File: config.mk
export PLATFORM = sky130hd
export DESIGN_NAME = pulse_train_gen
export DESIGN_NICKNAME = d
export VERILOG_FILES = /design/src/rtl/pulse_gen_pkg.sv /design/src/rtl/pulse_train_gen_phase_counter.sv /design/src/rtl/pulse_train_gen.sv
export SDC_FILE = /design/constraint.sdc
export NUM_CORES = 1
export LEC_CHECK = 0
export CAP_MARGIN = 25
export CORE_UTILIZATION = 40
export CTS_CLUSTER_SIZE = 25
export DETAILED_ROUTE_END_ITERATION = 12
export SETUP_SLACK_MARGIN = 0.1
export SYNTH_ARGS = -nofsm -noshare
export SYNTH_HDL_FRONTEND = slang
export SYNTH_SLANG_ARGS = --single-unit
File: constraint.sdc
create_clock -name clock -period 3.2 [get_ports clock]
set_input_delay 0.64 -clock clock [delete_from_list [all_inputs] [get_ports clock]]
set_output_delay 0.64 -clock clock [all_outputs]
set_load 0.02 [all_outputs]
File: src/rtl/pulse_gen_pkg.sv
// rtl/pulse_gen_pkg.sv - shared state encoding and mode constants for pulse_train_gen
package pulse_gen_pkg;

    typedef enum logic [1:0] {
        IDLE = 2'd0,
        HIGH = 2'd1,
        LOW  = 2'd2
    } state_t;

    localparam logic MODE_BURST = 1'b0;
    localparam logic MODE_CONT  = 1'b1;

endpackage

File: src/rtl/pulse_train_gen_phase_counter.sv
// rtl/pulse_train_gen_phase_counter.sv - loadable down-counter timing one HIGH or LOW phase
module phase_counter #(
    parameter int CNT_W = 8
) (
    input  logic             clock,
    input  logic             reset_n,
    input  logic             load,
    input  logic [CNT_W-1:0] load_value,
    output logic [CNT_W-1:0] value,
    output logic             expire
);

    // A zero length is stretched to one cycle so every phase lasts at least one clock.
    always_ff @(posedge clock) begin
        if (!reset_n) begin
            value <= '0;
        end else if (load) begin
            value <= (load_value == '0) ? CNT_W'(1) : load_value;
        end else if (value != '0) begin
            value <= value - CNT_W'(1);
        end
    end

    // Asserted during the final cycle of the phase; the FSM switches on the following edge.
    assign expire = (value == CNT_W'(1));

endmodule

File: src/rtl/pulse_train_gen.sv
// rtl/pulse_train_gen.sv - programmable burst/continuous pulse-train generator (optional PULSE_GEN_POLARITY_EN)
module pulse_train_gen
    import pulse_gen_pkg::*;
#(
    parameter int   CNT_W    = 8,
    parameter int   NUM_W    = 8,
    parameter logic IDLE_LVL = 1'b0
) (
    input  logic             clock,
    input  logic             reset_n,
    input  logic             start,
    input  logic             stop,
    input  logic             mode,
    input  logic [CNT_W-1:0] high_len,
    input  logic [CNT_W-1:0] low_len,
    input  logic [NUM_W-1:0] num_pulses,
`ifdef PULSE_GEN_POLARITY_EN
    input  logic             polarity,
`endif
    output logic             pulse,
    output logic             busy,
    output logic             done,
    output logic [NUM_W-1:0] pulse_idx
);

    state_t             state, state_next;
    logic               mode_q;
    logic [CNT_W-1:0]   high_q, low_q;
    logic [NUM_W-1:0]   num_q;
    logic [NUM_W-1:0]   idx_next;
    logic               done_next, pulse_next, launch;
    logic               cnt_load, cnt_expire;
    logic [CNT_W-1:0]   cnt_load_value, cnt_value;
    logic               pol_next, active_lvl;

`ifdef PULSE_GEN_POLARITY_EN
    logic pol_q;

    always_ff @(posedge clock) begin
        if (!reset_n) begin
            pol_q <= 1'b0;
        end else if (launch) begin
            pol_q <= polarity;
        end
    end

    assign pol_next = launch ? polarity : pol_q;
`else
    assign pol_next = 1'b0;
`endif

    // Inverted polarity swaps the active and idle levels for the whole run.
    assign active_lvl = ~IDLE_LVL ^ pol_next;

    phase_counter #(.CNT_W(CNT_W)) u_phase_counter (
        .clock      (clock),
        .reset_n    (reset_n),
        .load       (cnt_load),
        .load_value (cnt_load_value),
        .value      (cnt_value),
        .expire     (cnt_expire)
    );

    always_comb begin
        state_next     = state;
        idx_next       = pulse_idx;
        done_next      = 1'b0;
        launch         = 1'b0;
        cnt_load       = 1'b0;
        cnt_load_value = high_q;
        case (state)
            IDLE: begin
                if (start && !stop) begin
                    launch   = 1'b1;
                    idx_next = '0;
                    if (mode == MODE_BURST && num_pulses == '0) begin
                        done_next = 1'b1;
                    end else begin
                        state_next     = HIGH;
                        cnt_load       = 1'b1;
                        cnt_load_value = high_len;
                    end
                end
            end
            HIGH: begin
                if (stop) begin
                    state_next = IDLE;
                end else if (cnt_expire) begin
                    idx_next = pulse_idx + NUM_W'(1);
                    if (mode_q == MODE_BURST && idx_next == num_q) begin
                        state_next = IDLE;
                        done_next  = 1'b1;
                    end else begin
                        state_next     = LOW;
                        cnt_load       = 1'b1;
                        cnt_load_value = low_q;
                    end
                end
            end
            LOW: begin
                if (stop) begin
                    state_next = IDLE;
                end else if (cnt_expire) begin
                    state_next     = HIGH;
                    cnt_load       = 1'b1;
                    cnt_load_value = high_q;
                end
            end
            default: state_next = IDLE;
        endcase
        pulse_next = (state_next == HIGH) ? active_lvl : ~active_lvl;
    end

    always_ff @(posedge clock) begin
        if (!reset_n) begin
            state     <= IDLE;
            pulse     <= IDLE_LVL;
            done      <= 1'b0;
            pulse_idx <= '0;
            mode_q    <= MODE_BURST;
            high_q    <= '0;
            low_q     <= '0;
            num_q     <= '0;
        end else begin
            state     <= state_next;
            pulse     <= pulse_next;
            done      <= done_next;
            pulse_idx <= idx_next;
            if (launch) begin
                mode_q <= mode;
                high_q <= high_len;
                low_q  <= low_len;
                num_q  <= num_pulses;
            end
        end
    end

    assign busy = (state != IDLE);

endmodule
; Word level (Yosys, flattened, before mapping)
; Index checks and enable logic that the tools add are counted.
[op_classes]
n_lt_le_gt_ge = 0
addsub = 2
n_shift = 0
eq_ne = 8
n_mul = 0
bitwise_logic = 2
n_div = 0
reduce_logical = 12
n_mux = 38
[op_table]
columns = cell, n
row1 = $mux 8, 11
row2 = $pmux 8 s2, 2
row3 = $logic_not 8->1, 2
row4 = $mux 1, 15
row5 = $mux 2, 7
row6 = $add 8x1->8 const B, 1
row7 = $eq 8x1->1 const B, 1
row8 = $eq 8x8->1, 1
row9 = $reduce_bool 8->1, 1
row10 = $sub 8x1->8 const B, 1
row11 = $ne 2x2->1 const B, 3
row12 = $pmux 2 s3, 1
row13 = $reduce_bool 2->1, 3
row14 = $eq 2x1->1 const B, 2
row15 = $reduce_and 4->1, 1
row16 = $logic_and 1x1->1, 3
row17 = $pmux 1 s3, 1
row18 = $eq 2x2->1 const B, 1
row19 = $logic_not 2->1, 1
row20 = $not 1->1, 2
row21 = $pmux 1 s2, 1
row22 = $logic_not 1->1, 1
[totals]
n_memories = 0
ram_bits = 0
latch_bits = 0
word_cells = 71
input_bits = 29
register_bits = 45
romBits = 0
output_inout_bits = 11

; Longest topological paths before layout
[depth]
ltp_word = 10
mapped_depth = 11
mapped_depth_nobuf = 10

; Modules after synthesis
; Synthesis repeated with hierarchy kept, for this count alone.
[hier_totals]
hier_cells = 329
area_unflattened_um2 = 2534.9
[by_module_without_submodules]
columns = mod, instances, area_each_um2, cells_each, seq_area_each_um2
row1 = pulse_train_gen, 1, 2030.7, 272, 740.7
row2 = phase_counter, 1, 504.2, 57, 160.2

; Least setup slack after synthesis
; Ideal clock, no wire load.
[synth_timing]
kind = input -> register
from = in stop
to = reg u_phase_counter.value[0]
slack_ps = 424
t_arrival_ps = 2715
cell_stages = 10
path_cell_list = buf_2 or4b_1 a31oi_1 buf_2 mux2i_1 o21ai_0 mux2i_1 o2111ai_1 nor4_1 o221a_1
[synth_between]
elab_chain_cells = 7
elab_cells_between_ends = 13
cone_classes = mux (9) / reduce/logical (4)
[synth_lines]
columns = item, line_no
row1 = "start, declared", pulse_train_gen.sv:12  ; input logic stop,
row2 = $logic_not 1->1, pulse_train_gen.sv:73  ; if (start && !stop) begin
row3 = $logic_and 1x1->1, pulse_train_gen.sv:73
row4 = $mux 8, pulse_train_gen.sv:73
row5 = $pmux 8 s2, pulse_train_gen.sv:71  ; case (state)
row6 = $logic_not 8->1, pulse_train_gen_phase_counter.sv:18  ; value <= (load_value == '0) ? CNT_W'(1) : load_value;
row7 = $mux 8, pulse_train_gen_phase_counter.sv:18
row8 = $mux 8, pulse_train_gen_phase_counter.sv:17  ; end else if (load) begin
row9 = "end signal, assigned", pulse_train_gen_phase_counter.sv:18
row10 = "end signal, assigned", pulse_train_gen_phase_counter.sv:20  ; value <= value - CNT_W'(1);
row11 = "end, declared", pulse_train_gen_phase_counter.sv:9  ; output logic [CNT_W-1:0] value,
; Several ways; a longest one is shown, not always the timed one.
; A chain may end at the register's enable or synchronous reset.

; Worst setup path after layout
[layout_timing]
from = in start
to = reg u_phase_counter.value[0]
[layout_between]
elab_chain_cells = 6
elab_cells_between_ends = 9
cone_classes = mux (6) / reduce/logical (3)
[layout_lines]
columns = item, line_no
row1 = "start, declared", pulse_train_gen.sv:11  ; input logic start,
row2 = $logic_and 1x1->1 (*), pulse_train_gen.sv:73
row3 = $mux 8, pulse_train_gen.sv:73
row4 = $pmux 8 s2, pulse_train_gen.sv:71
row5 = $logic_not 8->1, pulse_train_gen_phase_counter.sv:18
row6 = $mux 8, pulse_train_gen_phase_counter.sv:18
row7 = $mux 8, pulse_train_gen_phase_counter.sv:17
; Mark *: on every way between the ends. The rest lies on a longest branch, timed or not.

==> out/metrics.yaml <==
p_total_mw: 1.53
cap_viol_max_count: 0
numPortBuffers: 39
clk_pin_slew_ns: 0.09
final_max_slew_viol_count: 0
path_class: "input pin to flip-flop"
worst_pin_slew_ns: 0.631
synth_edf_count: 0
dp.cells: 447
final_cell_mix: "82 x nand2_1, 45 x dfxtp_1, 39 x clkdlybuf4s50_1, 27 x a21boi_0, 17 x buf_4"
synth-main-ff-cell: "dfxtp_1"
drive_gt1_share_pct: 11.1
r2r_start: "pulse_idx[3]"
critPathLaunch: "start"
start_kind: "input pin"
final_common_cell: "nand2_1"
setup_violations: 0
synthTopCellsByArea: "dfxtp_1 34%, nand2_1 12%, a21boi_0 7.7%"
grt_pass1_wl_mm: 11.5
crit_buf_inv: 2
rr_worst_depth: 9
drt-initial-drc-count: 171
syn_area_sq_um: 2650
fin_setup_tns_ns: 0
hold-path-endpoint: "low_q[3]"
ant_nets: 0
preCtsSetupSlack_ns: 0.0273
synthArstFlopShare_pct: 0
post-route-period-util_pct: 90.8
antenna_found_initial: 0
worstPathMaxFanout: 13
rsz0062_at_grt: "no"
max_stage_delay_ns: 0.49
clock_latency_ns: 0.30
fin_ws_ns: 0.293
vias: 2542
root_buffer: "clkbuf_8"
crit_path_end_kind: "flip-flop"
cts_buffers: 5
wl_per_cell_microns: 15.1
hold_violations: 0
grt_max_degree: 30
grt_pass1_vias: 2248
post_cts_buffers: 0
io_pins: 40
crit_cells: 10
ir_drop_mv: 0.264
place.gp.congestion: 0.904
finalNetCount: 409
post-route-util_pct: 51.0
dr.pass1.iters: 4
cts_max_path_buffers: 2
min_from: "low_q[3]"
synth_area_leader_cell: "dfxtp_1"
synth_top_area_share_pct: 34.0
max_slew_margin_pct: 57.6
cts_num_sinks: 45
synth_cells: 334
vias_per_cell: 5.59
fmax_ghz: 0.344
timing.rr.end: "u_phase_counter.value[0]"
clock_skew_ns: 0.00617
die_area_sq_um: 6950
hp-class: "flip-flop to flip-flop"
synth.avg_cell_area_sq_um: 7.93
die_x_microns: 83.4
hpwl_mm: 5.08
n_antenna_cell: 0
synthToLayoutAreaGrowth_pct: 23.0
htree_levels: 2
powerDensity_nw_per_um2: 469
p_leak_nw: 1.18
overflow: 0
status: "finished, final reports clean"
regToRegSetupSlack_ns: 0.32
instances_no_fill: 455
synth_fp_nets: 366
coreArea_sq_um: 6390
die_h_microns: 83.4
cp.required_ns: 3.44
seq_area_frac_synth_pct: 34.0
critPathArrivalTime_ns: 3.15
fp-row-count: 29
cts_tree: "done"
period_minus_slack_ns: 2.91
drcViolationCount: 0
cp_top_family: "compound AO/OA/AOI/OAI gates"
cpMaxStageDelayCell: "clkdlybuf4s50_1"
path_cells: "clkdlybuf4s50_1 > or4b_1 > a31oi_1 > buf_4 > nor2_1 > a22o_1 > a211oi_2 > o2111ai_1 > nor4_1 > o221a_1"
start_util_pct: 41.5
whs_path_depth: 2
yosys_warnings: 0
ys_types: 60
routed_wl_mm: 6.87
ys_ff_latch: 45
grt_usage_pct: 20.6
cells in the mapped netlist (4+ instances only):
library cell and number:
a21boi_0 27, a21oi_1 13, a31oi_1 5, and3_1 6, clkbuf_1 13, dfxtp_1 45, inv_1 4, mux2i_1 5
nand2_1 82, nand3_1 9, nor2_1 9, nor2b_1 8, nor3_1 11, nor3b_1 5, nor4_1 5, o2111ai_1 5
o211ai_1 4, o21ai_0 9, xnor2_1 7
power by group:
part | total, mW | internal, mW | switching [mW]
clock network | 0.350 | 0.152 | 0.198
registers | 0.681 | 0.619 | 0.0622
logic | 0.496 | 0.235 | 0.261
total | 1.53 | 1.01 | 0.521
final cells by class:
cell class | instances | area, sq um
fill | 624 | 3130
inverter | 4 | 15.0
sequential | 45 | 901
clock inverter | 2 | 10.0
tap | 77 | 96.3
timing repair buffer | 56 | 518
clock buffer | 6 | 72.6
multi-input combinational | 265 | 1640
worst reg2reg max path, delay by kind of cell (launching register included):
| kind | cells | cell delay [ns] |
|---|---|---|
| buffers and inverters | 1 | 0.19 |
| AO/OA/AOI/OAI | 4 | 0.69 |
| flip-flops | 1 | 0.52 |
| AND/OR/NAND/NOR | 4 | 1.42 |
sequential cells by signal, indices dropped and copies added, names as in the netlist:
| signal | cells |
|---|---|
| pulse | 1 |
| mode_q | 1 |
| num_q | 8 |
| done | 1 |
| high_q | 8 |
| state | 2 |
| u_phase_counter.value | 8 |
| pulse_idx | 8 |
| low_q | 8 |
what timing repair did:
action,CTS,global route
resized for setup,0,1
hold buffers,0,0
setup endpoints to repair,0,1
cell families after synthesis:
kind of cell	after synthesis	synth area share, %
simple gates	158	30.1
fa+ha+maj	3	1.42
compound gates	89	25.0
flops	45	34.0
buf+inv	24	4.35
mux	5	1.89
xor+xnor	10	3.31
how the worst max path moves through the flow:
stage                          endpoint  slack, ns
2_1_floorplan  u_phase_counter.value[0]       0.42
3_5_place_dp   u_phase_counter.value[0]       0.03
4_1_cts        u_phase_counter.value[0]       0.32
3_3_place_gp   u_phase_counter.value[0]       0.12
5_1_grt        u_phase_counter.value[0]       0.10
6_report       u_phase_counter.value[0]       0.29
stage by stage:
step	area [sq um]	hold WS, ns
floorplan	2650	0.439
global placement	3170	0.451
detailed placement	3170	0.461
CTS	3250	0.474
global route	3260	0.499
finish	3260	0.466
layer usage:
metal	vias up	track usage, %	routed length [microns]
met5	-	0	0
met4	0	5.17	69
met3	8	2.98	324
met2	75	30.3	2890
met1	1176	31.2	3580
li1	1283	-	-
(Power assumes the default switching activity.)
